### config.mk
export PLATFORM = sky130hd
export DESIGN_NAME = spi_frame_loader
export DESIGN_NICKNAME = d
export VERILOG_FILES = /design/src/rtl/spi_pkg.sv /design/src/rtl/spi_input_sync.sv /design/src/rtl/spi_frame_loader.sv
export SDC_FILE = /design/constraint.sdc
export NUM_CORES = 1
export LEC_CHECK = 0
export CORE_MARGIN = 1.5
export CORE_UTILIZATION = 56
export CTS_CLUSTER_SIZE = 30
export DETAILED_ROUTE_END_ITERATION = 10
export PLACE_DENSITY = 0.76
export SLEW_MARGIN = 5
export SYNTH_ARGS = -nofsm -noshare
export SYNTH_HDL_FRONTEND = slang
export SYNTH_SLANG_ARGS = --single-unit
### constraint.sdc
create_clock -name HSOSC_clk -period 3 [get_ports HSOSC_clk]
set_clock_uncertainty 0.15 [all_clocks]
set_input_delay 0.6 -clock HSOSC_clk [delete_from_list [all_inputs] [get_ports HSOSC_clk]]
set_output_delay 0.6 -clock HSOSC_clk [all_outputs]
set_load 0.005 [all_outputs]
### src/rtl/spi_pkg.sv
// Shared types for the SPI frame loader: FSM states, status word and sync depth.
package spi_pkg;

  localparam int unsigned SYNC_STAGES = 2;

  typedef enum logic [1:0] {
    IDLE     = 2'd0,
    SHIFT    = 2'd1,
    OVERFLOW = 2'd2,
    COMMIT   = 2'd3
  } spi_state_t;

  typedef struct packed {
    logic       err_long;
    logic       err_short;
    logic       err_partial;
    logic [7:0] count;
  } spi_status_t;

endpackage

### src/rtl/spi_input_sync.sv
// Multi-flop synchronizer for an asynchronous pin, with rise/fall detect on the synced level.
module spi_input_sync
  import spi_pkg::*;
#(
  parameter logic RESET_VAL = 1'b0
) (
  input  logic clk,
  input  logic rst_n,
  input  logic d,
  output logic q,
  output logic rise,
  output logic fall
);

  logic [SYNC_STAGES-1:0] sync_q, sync_d;
  logic                   prev_q, prev_d;

  always_comb begin
    sync_d = {sync_q[SYNC_STAGES-2:0], d};
    prev_d = sync_q[SYNC_STAGES-1];
  end

  always_ff @(posedge clk or negedge rst_n) begin
    if (!rst_n) begin
      sync_q <= {SYNC_STAGES{RESET_VAL}};
      prev_q <= RESET_VAL;
    end else begin
      sync_q <= sync_d;
      prev_q <= prev_d;
    end
  end

  assign q    = sync_q[SYNC_STAGES-1];
  assign rise = q & ~prev_q;
  assign fall = ~q & prev_q;

endmodule

### src/rtl/spi_frame_loader.sv
// Oversampled SPI mode-0 slave: assembles a fixed-length frame per ce window,
// double-buffers it and publishes it atomically; status/echo stream on sdo.
module spi_frame_loader
  import spi_pkg::*;
#(
  parameter int unsigned WORD_BITS   = 8,
  parameter int unsigned FRAME_WORDS = 4,
  parameter int unsigned CNT_BITS    = $clog2(FRAME_WORDS + 1)
) (
  input  logic                             HSOSC_clk,
  input  logic                             reset_n,
  input  logic                             sck,
  input  logic                             sdi,
  input  logic                             ce,
  output logic                             sdo,
  output logic [FRAME_WORDS*WORD_BITS-1:0] frame_data,
  output logic                             frame_valid,
  output logic                             err_short,
  output logic                             err_long,
  output logic                             err_partial,
  output logic [7:0]                       frame_count
);

  localparam int unsigned FRAME_BITS = FRAME_WORDS * WORD_BITS;
  localparam int unsigned BC_BITS    = $clog2(WORD_BITS + 1);

  logic sck_rise, sck_fall, ce_rise, ce_fall, sdi_s;
  logic sck_lvl_unused, ce_lvl_unused, sdi_rise_unused, sdi_fall_unused;

  // ce sync resets low so a window already open at reset release raises no fall edge.
  spi_input_sync #(.RESET_VAL(1'b0)) u_sync_sck (
    .clk(HSOSC_clk), .rst_n(reset_n), .d(sck),
    .q(sck_lvl_unused), .rise(sck_rise), .fall(sck_fall)
  );

  spi_input_sync #(.RESET_VAL(1'b0)) u_sync_ce (
    .clk(HSOSC_clk), .rst_n(reset_n), .d(ce),
    .q(ce_lvl_unused), .rise(ce_rise), .fall(ce_fall)
  );

  spi_input_sync #(.RESET_VAL(1'b0)) u_sync_sdi (
    .clk(HSOSC_clk), .rst_n(reset_n), .d(sdi),
    .q(sdi_s), .rise(sdi_rise_unused), .fall(sdi_fall_unused)
  );

  spi_state_t             state_q, state_d;
  logic [BC_BITS-1:0]     bit_cnt_q, bit_cnt_d;
  logic [CNT_BITS-1:0]    word_cnt_q, word_cnt_d;
  logic [WORD_BITS-2:0]   word_q, word_d;
  logic [FRAME_BITS-1:0]  shadow_q, shadow_d;
  logic [FRAME_BITS-1:0]  frame_data_q, frame_data_d;
  logic                   frame_valid_q, frame_valid_d;
  spi_status_t            status_q, status_d;
  logic [WORD_BITS-1:0]   sdo_sr_q, sdo_sr_d;
  logic [WORD_BITS-1:0]   echo_q, echo_d;
  logic                   echo_pend_q, echo_pend_d;
  logic                   ce_pend_q, ce_pend_d;

  logic [WORD_BITS-1:0]   word_full;
  logic [WORD_BITS-1:0]   stat_word;
  logic                   commit_ok;

  assign word_full = {word_q, sdi_s};
  assign stat_word = {status_q.err_long, status_q.err_short, status_q.err_partial,
                      (WORD_BITS-3)'(status_q.count)};
  assign commit_ok = (state_q == SHIFT) && (word_cnt_q == CNT_BITS'(FRAME_WORDS)) &&
                     (bit_cnt_q == '0);

  always_comb begin
    state_d       = state_q;
    bit_cnt_d     = bit_cnt_q;
    word_cnt_d    = word_cnt_q;
    word_d        = word_q;
    shadow_d      = shadow_q;
    frame_data_d  = frame_data_q;
    frame_valid_d = 1'b0;
    status_d      = status_q;
    sdo_sr_d      = sdo_sr_q;
    echo_d        = echo_q;
    echo_pend_d   = echo_pend_q;
    ce_pend_d     = 1'b0;

    case (state_q)
      IDLE: begin
        if (ce_fall || ce_pend_q) begin
          state_d              = SHIFT;
          bit_cnt_d            = '0;
          word_cnt_d           = '0;
          status_d.err_long    = 1'b0;
          status_d.err_short   = 1'b0;
          status_d.err_partial = 1'b0;
          sdo_sr_d             = stat_word;
          echo_pend_d          = 1'b0;
        end
      end

      SHIFT, OVERFLOW: begin
        if (ce_rise) begin
          // Publish on the transition so frame_data and frame_valid land together in COMMIT.
          state_d = COMMIT;
          if (commit_ok) begin
            frame_data_d   = shadow_q;
            frame_valid_d  = 1'b1;
            status_d.count = status_q.count + 8'd1;
          end else if (state_q == OVERFLOW) begin
            status_d.err_long = 1'b1;
          end else if (bit_cnt_q != '0) begin
            status_d.err_partial = 1'b1;
          end else begin
            status_d.err_short = 1'b1;
          end
        end else begin
          if (sck_rise && state_q == SHIFT) begin
            if (word_cnt_q == CNT_BITS'(FRAME_WORDS)) begin
              state_d = OVERFLOW;
            end else if (bit_cnt_q == BC_BITS'(WORD_BITS - 1)) begin
              for (int unsigned i = 0; i < FRAME_WORDS; i++) begin
                if (word_cnt_q == CNT_BITS'(i)) begin
                  shadow_d[(FRAME_WORDS-1-i)*WORD_BITS +: WORD_BITS] = word_full;
                end
              end
              word_cnt_d  = word_cnt_q + 1'b1;
              bit_cnt_d   = '0;
              echo_d      = word_full;
              echo_pend_d = 1'b1;
            end else begin
              word_d    = word_full[WORD_BITS-2:0];
              bit_cnt_d = bit_cnt_q + 1'b1;
            end
          end
          // The echo is held until the next sck fall so sdo never moves on a rising edge.
          if (sck_fall) begin
            if (echo_pend_q) begin
              sdo_sr_d    = echo_q;
              echo_pend_d = 1'b0;
            end else begin
              sdo_sr_d = {sdo_sr_q[WORD_BITS-2:0], 1'b0};
            end
          end
        end
      end

      COMMIT: begin
        state_d   = IDLE;
        ce_pend_d = ce_fall;
      end

      default: state_d = IDLE;
    endcase
  end

  always_ff @(posedge HSOSC_clk or negedge reset_n) begin
    if (!reset_n) begin
      state_q       <= IDLE;
      bit_cnt_q     <= '0;
      word_cnt_q    <= '0;
      word_q        <= '0;
      shadow_q      <= '0;
      frame_data_q  <= '0;
      frame_valid_q <= 1'b0;
      status_q      <= '0;
      sdo_sr_q      <= '0;
      echo_q        <= '0;
      echo_pend_q   <= 1'b0;
      ce_pend_q     <= 1'b0;
    end else begin
      state_q       <= state_d;
      bit_cnt_q     <= bit_cnt_d;
      word_cnt_q    <= word_cnt_d;
      word_q        <= word_d;
      shadow_q      <= shadow_d;
      frame_data_q  <= frame_data_d;
      frame_valid_q <= frame_valid_d;
      status_q      <= status_d;
      sdo_sr_q      <= sdo_sr_d;
      echo_q        <= echo_d;
      echo_pend_q   <= echo_pend_d;
      ce_pend_q     <= ce_pend_d;
    end
  end

  assign sdo         = sdo_sr_q[WORD_BITS-1];
  assign frame_data  = frame_data_q;
  assign frame_valid = frame_valid_q;
  assign err_long    = status_q.err_long;
  assign err_short   = status_q.err_short;
  assign err_partial = status_q.err_partial;
  assign frame_count = status_q.count;

endmodule

==> impl_metrics.py, run 1 <==
metrics = {
    "grt": {
        "antenna_found_initial": 0,
        "overflow": 0,
        "grt_pass1_wl_mm": 16.6,
        "grt_max_degree": 49,
        "grt_usage": 0.228,
        "grt_pass1_vias": 3243,
    },
    "clock_tree": {
        "cts_buffer_depth": 2,
        "cts.sinks": 118,
        "htree_levels": 4,
        "cts-root-buf": "clkbuf_8",
        "clk_latency_ns": 0.51,
        "numCtsBuffers": 17,
        "cts_tree": "yes",
        "cts_setup_buffers": 0,
        "clkSlewWorstSetupHoldPaths_ns": 0.06,
    },
    "drt": {
        "first_iter_violations": 145,
        "ant_nets": 0,
        "viasPerCell": 5.63,
        "drt-wirelength-per-cell_um": 18.2,
        "vias": 3017,
        "wirelength_mm": 9.76,
        "drc": 0,
        "drt_pass1_iterations": 4,
    },
    "timing": {
        "slew_violations": 0,
        "timing.hold.ws_ns": 0.205,
        "finalHoldViolations": 0,
        "setup_tns_ns": 0,
        "timing.fmax_mhz": 400,
        "fin_ws_ns": 0.502,
        "rsz0062_at_grt": "false",
        "slew_headroom": 0.550,
        "worst_pin_slew_ns": 0.672,
        "period_share": 0.833,
        "setup-violations-final": 0,
        "finalCriticalPeriod_ns": 2.50,
    },
    "worst_setup_path": {
        "r2r_slack_ns": 0.50,
        "cp_slowest_cell": "nor3b_2",
        "critical-path-top-delay-family": "simple AND/OR/NAND/NOR gates",
        "critical_path_class": "reg -> reg",
        "slowest_delay_ns": 0.60,
        "crit_chain": "inv_1, ha_1, buf_4, nand2_1, a21oi_1, nor3b_2, mux2_2",
        "timing.rr.start": "state_q[0]",
        "startpoint_type": "flip-flop",
        "required_ns": 3.24,
        "worstRegToRegCells": 7,
        "reg2reg_to": "sdo_sr_q[0]",
        "cp_data_arrival_time_ns": 2.74,
        "worst-path-max-fanout": 9,
        "critPathCaptureType": "flip-flop",
        "cp_num_buf_inv": 2,
    },
    "synthesis": {
        "ys_seq_area_frac": 0.595,
        "ys_top_cells_by_area": "dfrtp_1, mux2_2, ha_1, mux2i_1, nand3_1",
        "synth_area_um2": 4960,
        "synth_most_common_cell": "dfrtp_1",
        "synth_area_leader_cell": "dfrtp_1",
        "ys_top_cells_by_count": "dfrtp_1, mux2_2, ha_1, mux2i_1, nand3_1",
        "async_flop_share": 1.00,
        "synth-edff-count": 0,
        "synthesis.nets": 364,
        "yosysTopAreaCellShare": 0.595,
        "synth_ff_type": "dfrtp_1",
        "yosysWarnings": 0,
        "synth_cells": 347,
        "ys_types": 46,
        "syn_avg_cell_area_um2": 14.3,
        "ys_seq_elements": 118,
    },
    "floorplanning": {
        "die_x_um": 97.1,
        "dieArea_um2": 9430,
        "die_y_um": 97.1,
        "row_count": 34,
        "ioPinCount": 50,
        "start_util": 0.574,
        "core_area_um2": 8640,
    },
    "pwr": {
        "ir_worst_vdd_uv": 506,
        "power.leakage_nw": 2.93,
        "p_per_area_nw_per_um2": 766,
    },
    "finish": {
        "syn2layout_area_growth_pct": 24.7,
        "nets": 433,
        "finish.utilization": 0.716,
        "final_cell_area_um2": 6180,
        "n_antenna_cell": 0,
        "fill_cells": 572,
        "drive_gt1_frac": 0.325,
    },
    "placed_design": {
        "detailedPlace.worstSlack_ns": 0.521,
        "hpwl_mm": 6.31,
        "place_congestion": 0.950,
        "dpl_cell_area_um2": 5620,
        "port_buffers": 49,
    },
    "worst_hold_path": {
        "hold_path_class": "reg -> reg",
        "min_path_cells": 0,
        "holdPathEnd": "u_sync_sck.sync_q[1]",
        "hold_start": "u_sync_sck.sync_q[0]",
    },
    "run_status": {
        "status": "finished clean",
    },
    "flow_run": {
        "max_cap_violations": 0,
    },
}
layer usage:
metal | wire (µm) | vias up | GRT usage
li1 | - | 1396 | -
met1 | 4460 | 1535 | 0.300
met2 | 4810 | 72 | 0.363
met3 | 346 | 14 | 0.0655
met4 | 148 | 0 | 0.0814
met5 | 0 | - | 0
worst max path at each step:
stage                     slack, ns              to    startpoint  depth (start not counted)
final                          0.50     sdo_sr_q[0]    state_q[0]                          7
after global routing           0.37     sdo_sr_q[1]    state_q[0]                          7
after CTS                      0.51     sdo_sr_q[1]    state_q[0]                          7
after detailed placement       0.52     sdo_sr_q[1]    state_q[0]                          7
after global placement         0.58     sdo_sr_q[1]    state_q[0]                          7
after floorplan                0.79  frame_data[10]  bit_cnt_q[0]                          6
area by class of cell:
class / count / area, µm² / share of cell area
repair buffers: 59 / 591 / 0.0955
clock inverters: 13 / 128 / 0.0206
multi-input cells: 210 / 1910 / 0.309
flip-flops and latches: 118 / 2950 / 0.477
well taps: 108 / 135 / 0.0218
inverters: 10 / 37.5 / 0.00607
clock buffers: 18 / 428 / 0.0692
repair_timing:
action | CTS | global route
endpoints found under the hold margin | 43 | 0
resized for setup | 0 | 0
hold buffers | 1 | 0
report_power, final:
group | internal, mW | switching [mW]
Sequential | 1.72 | 0.148
Combinational | 0.463 | 0.551
Clock | 1.12 | 0.728
state kept, by name, indices dropped and copies added, names as in the netlist, 2 cells and up:
name and flops:
u_sync_ce.sync_q 2, word_q 7, echo_q 8, state_q 2, u_sync_sck.sync_q 2, bit_cnt_q 4
u_sync_sdi.sync_q 2, word_cnt_q 3, shadow_q 32, sdo_sr_q 8, frame_data 32, frame_count 8
logic make-up (layout without fill, tap and decap cells):
kind of cell | count (synthesis) | in the layout | share of synthesized area
flops | 118 | 118 | 0.595
mux | 101 | 101 | 0.226
simple gates | 65 | 65 | 0.0837
compound gates | 25 | 25 | 0.0330
buf+inv | 19 | 100 | 0.0192
fa+ha+maj | 12 | 12 | 0.0303
xor+xnor | 7 | 7 | 0.0124
per-stage QoR:
step           total power, mW  instances
2_1_floorplan             2.56        347
3_3_place_gp              2.87        504
3_5_place_dp              2.91        504
4_1_cts                   4.78        536
5_1_grt                   4.98        536
6_report                  4.74        536
worst reg2reg max path: stages (launching register included):
cell,delay [ns]
dfrtp_1,0.40
inv_1,0.09
ha_1,0.38
buf_4,0.20
nand2_1,0.06
a21oi_1,0.09
nor3b_2,0.60
mux2_2,0.41
layout by cell type (no fill, tap or decap), drive strengths merged, types with 3 or more instances in the layout:
cell / synthesis / layout
o22ai: 3 / 3
mux2: 89 / 89
xnor2: 6 / 6
nor3: 3 / 3
ha: 12 / 12
nand3b: 4 / 4
nand2: 9 / 9
clkinvlp: 0 / 3
clkbuf: 4 / 18
inv: 9 / 11
buf: 5 / 10
clkdlybuf4s50: 0 / 48
nor4: 4 / 4
a21oi: 8 / 8
clkinv: 1 / 8
nor2: 10 / 10
nand3: 15 / 15
o32a: 3 / 3
nand2b: 3 / 3
o21ai: 4 / 4
dfrtp: 118 / 118
mux2i: 12 / 12
nand4: 3 / 3
Note: power is estimated with default switching activity, not from simulation.
==> run 2: changes to the inputs <==
CORE_UTILIZATION = 51   (was 56)
PLACE_DENSITY = 0.73   (was 0.76)
clock period = 2.2 ns   (was 3 ns; I/O delays follow)
==> run 2 against run 1 <==
Sequential share of layout area decreased by 3.3 points. Global-route usage fell by 1.1 points. Die area increased by 9.5%. Wire length increased by 10%. Register-to-register slack got worse by 0.49 ns. Non-clock buffer count rose by 22. Critical path depth stayed put. Setup slack worse by 0.49 ns. Design area up 7.3%. Worst hold slack got worse by 0.0061 ns. Highest routed layer unchanged.
==> impl_metrics.py, run 2 (synthesis gave the netlist of run 1 again) <==
metrics = {
    "finish": {
        "drive_gt1_frac": 0.370,
        "mostFrequentLayoutCells": "dfrtp_1, mux2_2, clkdlybuf4s50_1, buf_4, clkbuf_16",
        "finish.utilization": 0.712,
        "final_cells": 580,
        "layout_commonest_cell": "dfrtp_1",
        "nets": 455,
        "syn2layout_area_growth_pct": 33.8,
        "n_antenna_cell": 0,
    },
    "pwr": {
        "total_power_mw": 7.06,
        "comb_power_share": 0.224,
        "p_int_mw": 5.06,
        "p_sw_frac": 0.283,
        "p_switching_mw": 2.00,
        "power.leakage_nw": 3.12,
        "power_frac_seq": 0.360,
        "ir_worst_vdd_uv": 657,
        "p_per_area_nw_per_um2": 1060,
        "pwr-share-clk": 0.415,
    },
    "timing": {
        "timing.fmax_mhz": 457,
        "fin_ws_ns": 0.0135,
        "slew_headroom": 0.662,
        "period_share": 0.994,
        "slew_violations": 0,
        "worst_pin_slew_ns": 0.508,
        "setup-violations-final": 0,
        "timing.hold.ws_ns": 0.199,
        "finalCriticalPeriod_ns": 2.19,
        "finalHoldViolations": 0,
    },
    "grt": {
        "grt_max_degree": 84,
        "grt_pass1_vias": 3192,
        "use_met3": 0.0704,
        "met1_usage": 0.295,
        "antenna_found_initial": 0,
        "grt_usage": 0.217,
        "use_met2": 0.339,
        "grt_pass1_wl_mm": 16.8,
        "overflow": 0,
        "grt_busiest_layer": "met2",
    },
    "worst_setup_path": {
        "cp_num_buf_inv": 3,
        "cp_data_arrival_time_ns": 2.42,
        "crit_chain": "inv_2, ha_4, or3b_4, nor3_4, buf_12, clkbuf_16, mux2_2",
        "reg2reg_to": "frame_data[13]",
        "cp_slowest_cell": "or3b_4",
        "startpoint_type": "flip-flop",
        "critical_path_class": "reg -> reg",
        "worstRegToRegCells": 7,
        "timing.rr.start": "bit_cnt_q[0]",
        "critical-path-top-delay-family": "simple AND/OR/NAND/NOR gates",
        "worst-path-max-fanout": 8,
        "slowest_delay_ns": 0.41,
        "critPathCaptureType": "flip-flop",
        "r2r_slack_ns": 0.01,
        "required_ns": 2.44,
    },
    "drt": {
        "ant_nets": 0,
        "wirelength_mm": 10.8,
        "drt-wirelength-per-cell_um": 18.6,
        "drc": 0,
        "vias": 3130,
        "viasPerCell": 5.40,
        "drt_pass1_iterations": 4,
        "first_iter_violations": 111,
    },
    "floorplanning": {
        "core_area_um2": 9330,
        "start_util": 0.532,
        "dieArea_um2": 10300,
        "die_x_um": 102,
        "die_y_um": 102,
        "row_count": 35,
        "ioPinCount": 50,
    },
    "clock_tree": {
        "cts-root-buf": "clkbuf_8",
        "clk_latency_ns": 0.51,
        "cts_tree": "yes",
        "clkSlewWorstSetupHoldPaths_ns": 0.06,
        "cts_buffer_depth": 2,
        "htree_levels": 4,
        "cts.sinks": 118,
        "numCtsBuffers": 17,
    },
    "placed_design": {
        "port_buffers": 49,
        "hpwl_mm": 6.29,
        "place_congestion": 0.850,
        "placed_cells": 532,
        "detailedPlace.worstSlack_ns": -0.0355,
    },
    "worst_hold_path": {
        "min_path_cells": 0,
        "hold_path_class": "reg -> reg",
        "holdPathEnd": "u_sync_ce.sync_q[1]",
        "hold_start": "u_sync_ce.sync_q[0]",
    },
    "flow_run": {
        "max_cap_violations": 0,
    },
    "run_status": {
        "status": "finished clean",
    },
}
==> run 2: stage by stage <==
| stage | TNS, ns | area [µm²] |
|---|---|---|
| global route | -1.10 | 6640 |
| floorplan | 0 | 4960 |
| detailed placement | -0.414 | 5720 |
| finish | 0 | 6640 |
| CTS | -1.02 | 6370 |
| global placement | 0 | 5720 |
==> run 2: what timing repair did <==
item,4_1_cts,5_1_grt
setup endpoints to repair,24,91
gates resized for setup,1,14
gates cloned,0,5
pin swaps,0,4
hold buffers,1,0
endpoints found under the hold margin,118,0
setup buffers,0,10
==> run 2: area by class of cell <==
type / instances / area, µm²
fillers: 628 / 2690
inverters: 10 / 37.5
multi-input cells: 210 / 1990
well taps: 129 / 161
flip-flops and latches: 118 / 2950
clock buffers: 20 / 425
repair buffers: 81 / 867
clock inverters: 12 / 201
==> run 2: power groups by stage <==
stage / Clock [mW] / Sequential, mW / Combinational, mW
CTS: 2.97 / 2.54 / 1.46
global route: 3.07 / 2.56 / 1.74
detailed placement: 0 / 2.57 / 1.44
global placement: 0 / 2.56 / 1.41
floorplan: 0 / 2.50 / 0.995
finish: 2.93 / 2.54 / 1.58
==> run 2: how the worst max path moves through the flow <==
stage            startpoint        endpoint  slack, ns  depth (start not counted)
6_report       bit_cnt_q[0]  frame_data[13]       0.01                          7
5_1_grt          state_q[0]  frame_data[13]      -0.05                          7
4_1_cts          state_q[0]    shadow_q[12]      -0.08                          7
3_5_place_dp     state_q[0]    shadow_q[25]      -0.04                          7
3_3_place_gp     state_q[0]    shadow_q[14]       0.02                          7
2_1_floorplan    state_q[0]  frame_data[10]       0.06                          6
==> run 2: worst register-to-register path: cells and delay by family, from the launching register on <==
| kind | cells | cell delay, ns |
|---|---|---|
| and+or+nand+nor | 2 | 0.64 |
| buffers and inverters | 3 | 0.43 |
| DFF | 1 | 0.39 |
| muxes | 1 | 0.32 |
| adders and majority gates | 1 | 0.14 |
==> run 2: layer usage <==
layer	wire, µm	vias to the layer above	share of wire
met2	5300	60	0.49
li1	-	1443	-
met3	387	11	0.036
met4	98	0	0.0091
met1	4980	1616	0.46
met5	0	-	0
==> run 3: changes to the inputs <==
CORE_MARGIN = 2   (was 1.5)
==> run 3 against run 2 <==
The flow now finishes with violations (negative setup slack). Wire length increased by 3.6%. Utilization decreased by 0.38 points. Register-to-register slack worse by 0.02 ns. First-iteration DRC count is 88% higher. Critical path type unchanged. Highest routed layer unchanged.
==> impl_metrics.py, run 3 (synthesis gave the netlist of run 1 again) <==
metrics = {
    "placed_design": {
        "hpwl_mm": 6.59,
        "place_congestion": 0.840,
        "detailedPlace.worstSlack_ns": -0.0598,
        "placed_cells": 535,
        "port_buffers": 49,
    },
    "finish": {
        "nets": 454,
        "final_cells": 579,
        "fill_cells": 627,
        "drive_gt1_frac": 0.378,
        "syn2layout_area_growth_pct": 33.1,
        "seq_area_um2": 2950,
        "mostFrequentLayoutCells": "dfrtp_1, mux2_2, clkdlybuf4s50_1, buf_4, clkbuf_16",
        "layout_commonest_cell": "dfrtp_1",
        "n_antenna_cell": 0,
        "multiInputGateArea_um2": 1990,
    },
    "timing": {
        "rsz0062_at_grt": "true",
        "finalHoldViolations": 0,
        "setup-violations-final": 1,
        "worst_pin_slew_ns": 0.466,
        "finalCriticalPeriod_ns": 2.21,
        "fin_ws_ns": -0.00627,
        "slew_headroom": 0.688,
        "timing.fmax_mhz": 453,
        "slew_violations": 0,
        "timing.hold.ws_ns": 0.199,
        "period_share": 1.00,
    },
    "clock_tree": {
        "clkSlewWorstSetupHoldPaths_ns": 0.06,
        "cts-root-buf": "clkbuf_8",
        "cts_tree": "yes",
        "cts_buffer_depth": 2,
        "clk_latency_ns": 0.52,
        "cts.sinks": 118,
        "numCtsBuffers": 17,
        "htree_levels": 4,
    },
    "worst_setup_path": {
        "crit_chain": "inv_1, ha_2, and2_1, nor4_4, buf_4, buf_12, nand3_4, mux2_4",
        "cp_data_arrival_time_ns": 2.46,
        "worstRegToRegCells": 8,
        "startpoint_type": "flip-flop",
        "critPathCaptureType": "flip-flop",
        "required_ns": 2.45,
        "r2r_slack_ns": -0.006,
        "cp_slowest_cell": "dfrtp_1",
        "worst-path-stages": 8,
        "cp_num_buf_inv": 3,
        "critical_path_class": "reg -> reg",
        "slowest_delay_ns": 0.39,
        "worst-path-max-fanout": 8,
        "critical-path-top-delay-family": "simple AND/OR/NAND/NOR gates",
    },
    "floorplanning": {
        "die_x_um": 103,
        "core_area_um2": 9330,
        "die_y_um": 103,
        "row_count": 35,
        "dieArea_um2": 10500,
        "start_util": 0.532,
        "ioPinCount": 50,
    },
    "grt": {
        "antenna_found_initial": 0,
        "grt_pass1_vias": 3297,
        "overflow": 0,
        "grt_max_degree": 38,
        "grt_usage": 0.214,
        "grt_pass1_wl_mm": 16.9,
    },
    "flow_run": {
        "max_cap_violations": 0,
    },
    "pwr": {
        "power.leakage_nw": 3.10,
        "ir_worst_vdd_uv": 520,
        "total_power_mw": 7.02,
        "p_per_area_nw_per_um2": 1060,
    },
    "run_status": {
        "status": "finished, violations left",
        "violations": "negative setup slack",
    },
    "drt": {
        "viasPerCell": 5.51,
        "wl_met3_um": 427,
        "first_iter_violations": 209,
        "ant_nets": 0,
        "drt_pass1_iterations": 4,
        "wl_met1_mm": 5.10,
        "drt-wirelength-per-cell_um": 19.3,
        "vias": 3188,
        "top_layer": "met4",
        "drc": 0,
        "wl_met2_mm": 5.52,
        "wirelength_mm": 11.2,
    },
    "worst_hold_path": {
        "min_path_cells": 0,
        "hold_path_class": "reg -> reg",
    },
}
## run 3: power by group
part | switching, mW | internal (mW) | total (mW)
combinational | 0.871 | 0.779 | 1.65
sequential | 0.192 | 2.35 | 2.54
clock | 1.07 | 1.75 | 2.83
## run 3: per-stage QoR
step / TNS, ns / utilization / area (µm²)
finish: -0.00627 / 0.708 / 6600
detailed placement: -1.25 / 0.617 / 5760
floorplan: 0 / - / 4960
global route: -1.08 / 0.708 / 6600
CTS: -1.66 / 0.683 / 6370
global placement: 0 / 0.617 / 5760
## run 3: cell type report
class                           count  area share
Inverter                           10     0.00569
Clock buffer                       17      0.0627
Timing Repair Buffer               80       0.130
Clock inverter                     15      0.0292
Multi-Input combinational cell    210       0.301
Sequential cell                   118       0.447
Tap cell                          129      0.0244
## run 3: timing repair
item	CTS	global route
setup buffers	0	8
endpoints found under the hold margin	25	0
pin swaps	0	4
gates cloned	0	3
endpoints found under the setup margin	24	86
hold buffers	1	0
gates resized for setup	0	17
## run 3: worst paths after layout
check                                    start                  end
max in group asynchronous              reset_n        frame_data[9]
max                              word_cnt_q[1]         shadow_q[18]
max reg2reg                      word_cnt_q[1]         shadow_q[18]
min reg2reg                u_sync_ce.sync_q[0]  u_sync_ce.sync_q[1]
min                        u_sync_ce.sync_q[0]  u_sync_ce.sync_q[1]
min in group asynchronous              reset_n  u_sync_ce.sync_q[1]
## run 3: worst reg2reg max path, cell delays in order, from the launching register on
cell and delay [ns]:
dfrtp_1 0.39, inv_1 0.11, ha_2 0.21, and2_1 0.18, nor4_4 0.26, buf_4 0.18
buf_12 0.13, nand3_4 0.15, mux2_4 0.34
## run 3: metal layers
| metal | vias up | GRT usage |
|---|---|---|
| met3 | 10 | 0.0603 |
| met5 | - | 0 |
| met2 | 77 | 0.329 |
| met1 | 1654 | 0.296 |
| li1 | 1447 | - |
| met4 | 0 | 0.0728 |
==> patch 1 (flow settings as in run 3) <==
Encoding of `spi_state_t`: now Gray code (2 bits for 4 states).
--- a/src/rtl/spi_pkg.sv
+++ b/src/rtl/spi_pkg.sv
@@ -4,10 +4,10 @@
   localparam int unsigned SYNC_STAGES = 2;
 
   typedef enum logic [1:0] {
-    IDLE     = 2'd0,
-    SHIFT    = 2'd1,
-    OVERFLOW = 2'd2,
-    COMMIT   = 2'd3
+    IDLE     = 2'b00,
+    SHIFT    = 2'b01,
+    OVERFLOW = 2'b11,
+    COMMIT   = 2'b10
   } spi_state_t;
 
   typedef struct packed {
Function: no difference found for any inputs over 10 cycles, from zero or initial values and one cycle with reset_n low; not proved beyond that.
==> patch 1 against run 3 <==
  * The flow still finishes with violations (setup timing)
  * Design area is 6.8% lower
  * Synthesized area shrank 3.3%
  * Sequential cell count did not move
  * Routed wire length down 16%
  * Worst setup slack better by 3.7 ps
  * Critical path type unchanged
Power is not compared: it rests on default switching activity, and its combinational part moved more than twofold at a synthesized area within 25%.
==> patch 1: results (changes against run 3) <==
| Metric | Value |
|---|---|
| Routability congestion estimate from global placement | `0.784 (-6.7%)` |
| Initial antenna violation count | `0 (unchanged)` |
| Port Buf Inserts | `49 (unchanged)` |
| NumNets Final | `491 (+8.1%)` |
| Dominant cells by area after synthesis | `dfrtp_1, mux2_2, nand2_1, ha_1, mux2i_1` |
| Clock transition at the registers of the reported paths | `60 ps (about the same)` |
| Min-Delay Startpoint | `u_sync_sdi.sync_q[0]$_DFF_PN0_` |
| Reg-to-Reg End | `frame_count[4]$_DFFE_PN0P_` |
| Most common library cells after synthesis | `dfrtp_1, nand2_1, mux2_2` |
| Maximum fanout count along the critical path | `7 (-1)` |
| Met1 routed wirelength after detailed routing | `4270 um (-16%)` |
| Total iterations of the first detailed-routing run | `4 (unchanged)` |
| Met1 Track Usage GR | `25.0% (-4.6 points)` |
| Routing usage on met2 | `33.2% (+0.30 points)` |
| Post-CTS Repair Setup Buffers | `0 (unchanged)` |
| Pin count of the biggest net entering global routing | `53 (+39%)` |
| Length of routed met2 wiring | `4690 um (-15%)` |
| Maximum clock insertion buffer count | `2 (unchanged)` |
| Proportion of synthesized chip area in sequential cells | `61.5% (+2.0 points)` |
| Met3 routed wirelength | `274 um (-36%)` |
| WL per Instance | `15.6 um (-19%)` |
| Met3 GRT Util | `5.55% (-0.49 points)` |
| Minimum setup slack in the final design | `-2.53 ps (+3.74 ps)` |
| Endpoint of the worst hold-timing path | `u_sync_sdi.sync_q[1]$_DFF_PN0_` |
| Total setup violations reported at the end of the flow | `1 (unchanged)` |
| Number of placed instances, taps included | `566 (+5.8%)` |
| Top sig layer | `met4` |
| Worst hold path cell count | `0 (unchanged)` |
| Placed Area | `5510 um2 (-4.3%)` |
| Hold WS | `197 ps (-1.34 ps)` |
| Syn_area_per_cell | `11.8 um2 (-17%)` |
| Vias in the first global route | `3211 (-2.6%)` |
| Result of the run | `complete, but fails checks` |
| Maximum vdd drop | `0.558 mV` |
| Violations in the final reports | `setup timing` |
| Post-DP HPWL | `6070 um (-7.9%)` |
| Fraction of layout cells with a size suffix above 1 | `24.0% (-14 points)` |
| Setup total negative slack | `-2.53 ps (+3.74 ps)` |
| Combined global-route utilization of all metal layers | `20.2% (-1.2 points)` |
| Synthesized net count | `419 (+15%)` |
| 1st-iter DRT viols | `162 (-22%)` |
| Distinct cell type count of the synthesized netlist | `37 (-20%)` |
| Wire length of the first global-routing pass | `15500 um (-8.0%)` |
| Arrival time reported for the critical path endpoint | `2440 ps (-20 ps)` |
| Quantity of gates resized following cts | `2 (+2)` |
| Number of cells on the worst reg-to-reg path | `7 (-1)` |
| Post-Layout Cell Count | `602 (+4.0%)` |
| Crit Reg-Reg Startpoint | `bit_cnt_q[1]$_DFFE_PN0P_` |
| Finished layout cell area | `6160 um2 (-6.8%)` |
| Vias | `3136 (-1.6%)` |
| Worst slew margin relative to its limit | `61.4% (-7.5 points)` |
==> patch 1: metrics by stage <==
step / power (mW) / worst slack, ps
2_1_floorplan: 2.86 / 54.5
3_3_place_gp: 3.13 / 72.2
3_5_place_dp: 3.16 / 16.4
4_1_cts: 5.81 / -5.67
5_1_grt: 6.00 / -101
6_report: 5.77 / -2.53
==> patch 1: area by class of cell <==
type                    count  area [um2]
flip-flops and latches    118        2950
fillers                   683        3040
multi-input cells         261        1750
repair buffers             68         688
clock inverters            14         153
clock buffers              18         428
well taps                 111         139
inverters                  12        47.5
==> patch 1: kinds of logic (layout without fill, tap and decap cells) <==
group,Yosys count,count (layout),share of synthesized area [%]
adders and majority gates,8,8,2.09
and+or+nand+nor,156,156,14.8
AOI/OAI and AO/OA,25,25,2.97
DFF,118,118,61.5
xor gates and xnor gates,7,7,1.28
buffers and inverters,27,112,2.35
muxes,65,65,15.0
==> patch 1: where the power goes <==
part           switching (mW)  internal, mW
clock                   0.993          1.65
combinational           0.252         0.296
sequential              0.231          2.35
total                    1.48          4.30
==> patch 1: worst max-delay path by stage <==
| stage | endpoint | slack, ps | cells past startpoint |
|---|---|---|---|
| 2_1_floorplan | frame_count[7]$_DFFE_PN0P_ | 50 | 7 |
| 3_3_place_gp | frame_data[13]$_DFFE_PN0P_ | 70 | 8 |
| 3_5_place_dp | frame_data[18]$_DFFE_PN0P_ | 20 | 8 |
| 4_1_cts | frame_count[7]$_DFFE_PN0P_ | -6 | 6 |
| 5_1_grt | frame_count[7]$_DFFE_PN0P_ | -100 | 6 |
| 6_report | frame_count[4]$_DFFE_PN0P_ | -3 | 7 |
==> patch 1: worst max-delay path: stages, from the launching register on <==
cell	delay (ps)
dfrtp_1	400
inv_1	90
ha_1	130
or3b_4	380
or4_4	510
inv_4	140
nand4_1	120
xnor2_1	150
==> patch 2 (settings of run 3) <==
Without the edit above. Set the package constant `SYNC_STAGES` to 4 (it was 2).
--- a/src/rtl/spi_pkg.sv
+++ b/src/rtl/spi_pkg.sv
@@ -1,7 +1,7 @@
 // Shared types for the SPI frame loader: FSM states, status word and sync depth.
 package spi_pkg;
 
-  localparam int unsigned SYNC_STAGES = 2;
+  localparam int unsigned SYNC_STAGES = 4;
 
   typedef enum logic [1:0] {
     IDLE     = 2'd0,
Behaviour: not the same (Yosys sat finds a counterexample within 10 cycles, from zero or initial values and one cycle with reset_n low).
==> patch 2 against run 3 <==
  * First-iteration DRC count down 29%
  * Routed wire length down 7.8%
  * Sequential share of layout area up 1.8 points
  * Worst setup slack worse by 4.2 ps
  * The flow still finishes with violations (setup timing)
  * Synthesized area up 4.0%
  * Design area up 0.95%
  * Sequential cell count up 6
  * Count of clock-buffer cells in the layout up 1
  * Hold slack worse by 19 ps
  * Clock power down 15%
  * Critical path depth down 1
  * Power down 3.2%
==> patch 2: results (changes against run 3) <==
| Metric | Value |
|---|---|
| Result of the run | `complete, but fails checks` |
| Violations in the final reports | `setup timing` |
| Post-synthesis compound-gate area fraction | `4.95% (+1.6 points)` |
| Quantity of gates resized following cts | `3 (+3)` |
| Vias in the first global route | `3358 (+1.9%)` |
| WL per Instance | `17.3 um (-10%)` |
| Minimum setup slack in the final design | `-10.5 ps (-4.23 ps)` |
| Combined global-route utilization of all metal layers | `19.2% (-2.2 points)` |
| Clock latency on the worst-skew pair | `510 ps` |
| Post-DP HPWL | `6560 um (-0.48%)` |
| Distinct cell type count of the synthesized netlist | `51 (+11%)` |
| XOR/XNOR Fraction of Synth Area | `1.19% (-0.047 points)` |
| Leakage power total | `3.14 nW (+1.0%)` |
| Worst slew margin relative to its limit | `62.9% (-5.9 points)` |
| Routability congestion estimate from global placement | `0.842 (+0.24%)` |
| Wire length of the first global-routing pass | `16600 um (-1.7%)` |
| Vias/cell | `5.37 (-2.5%)` |
| Pin count of the biggest net entering global routing | `54 (+42%)` |
| Multiplexer area fraction after synthesis | `21.2% (-1.4 points)` |
| Dominant cells by area after synthesis | `dfrtp_1, mux2_2, ha_1, mux2i_1, xnor2_1` |
| H-tree lvl count | `4 (unchanged)` |
| NumNets Final | `467 (+2.9%)` |
| Setup total negative slack | `-10.5 ps (-4.23 ps)` |
| Most common library cells after synthesis | `dfrtp_1, mux2_2, ha_1` |
| Root buf cell | `clkbuf_8` |
| Maximum fanout count along the critical path | `4 (-4)` |
| Count of fill cells added during filler insertion | `698 (+11%)` |
| Proportion of synthesized chip area in sequential cells | `60.2% (+0.63 points)` |
| Total setup violations reported at the end of the flow | `1 (unchanged)` |
| F_max | `452 MHz (-0.19%)` |
| Path category of the worst min-delay check | `primary input to async pin` |
| Count of inserted antenna diode cells | `0 (unchanged)` |
| 1st-iter DRT viols | `149 (-29%)` |
| Synthesized net count | `378 (+3.8%)` |
## patch 2: changes by cell type in the layout (fill, tap and decap cells not counted), sizes merged, moves of 4 or more
| cell | before | now |
|---|---|---|
| nand3 | 15 | 9 |
| o41ai | 0 | 4 |
| inv | 15 | 11 |
| dfrtp | 118 | 124 |
| clkinv | 6 | 10 |
| buf | 28 | 33 |
## patch 2: area by class of cell
| cell class | count | area [um2] | share of cell area [%] |
|---|---|---|---|
| clock buffers | 18 | 428 | 6.42 |
| clock inverters | 13 | 97.6 | 1.46 |
| inverters | 11 | 41.3 | 0.619 |
| multi-input cells | 213 | 2000 | 30.0 |
| flip-flops and latches | 124 | 3100 | 46.6 |
| well taps | 133 | 166 | 2.50 |
| repair buffers | 83 | 832 | 12.5 |
## patch 2: cells by family (layout without fill, tap and decap cells)
family | count (synthesis) | count (layout)
flops | 124 | 124
fa+ha+maj | 12 | 12
compound gates | 36 | 36
buf+inv | 24 | 125
simple gates | 60 | 60
xor+xnor | 7 | 7
mux | 98 | 98
## patch 2: layer usage
| layer | track usage (%) | routed length (um) | vias up |
|---|---|---|---|
| li1 | - | - | 1483 |
| met1 | 25.9 | 4590 | 1640 |
| met2 | 30.9 | 5310 | 63 |
| met3 | 3.74 | 288 | 9 |
| met4 | 8.00 | 107 | 0 |
| met5 | 0 | 0 | - |
## patch 2: final timing paths
check,start,to,slack [ps],depth (start not counted)
max,word_cnt_q[0]$_DFFE_PN0P_,word_cnt_q[0]$_DFFE_PN0P_,-10,7
min,reset_n,frame_count[5]$_DFFE_PN0P_,180,2
max reg2reg,word_cnt_q[0]$_DFFE_PN0P_,word_cnt_q[0]$_DFFE_PN0P_,-10,7
min reg2reg,u_sync_sdi.sync_q[0]$_DFF_PN0_,u_sync_sdi.sync_q[1]$_DFF_PN0_,200,0
max in group asynchronous,reset_n,shadow_q[4]$_DFFE_PN0P_,1120,3
min in group HSOSC_clk,u_sync_sdi.sync_q[0]$_DFF_PN0_,u_sync_sdi.sync_q[1]$_DFF_PN0_,200,0
## patch 2: critical path: stages (launching register included)
cell	delay, ps
dfrtp_1	350
inv_1	70
ha_1	210
and2_1	210
buf_4	170
o41ai_1	560
o41ai_2	180
a22o_1	210
## patch 2: report_power, final
part	switching, mW	internal [mW]
clock network	1.00	1.41
registers	0.205	2.47
logic	0.880	0.827
total	2.09	4.71
## patch 2: per-stage QoR
| step | instances | utilization (%) | setup WS, ps | area [um2] |
|---|---|---|---|---|
| after floorplan | 361 | - | -5.99 | 5170 |
| after global routing | 595 | 68.2 | -142 | 6670 |
| after detailed placement | 555 | 61.0 | -79.8 | 5960 |
| after CTS | 587 | 66.6 | -13.1 | 6510 |
| after global placement | 555 | 61.0 | -34.6 | 5960 |
| final | 595 | 68.2 | -10.5 | 6670 |
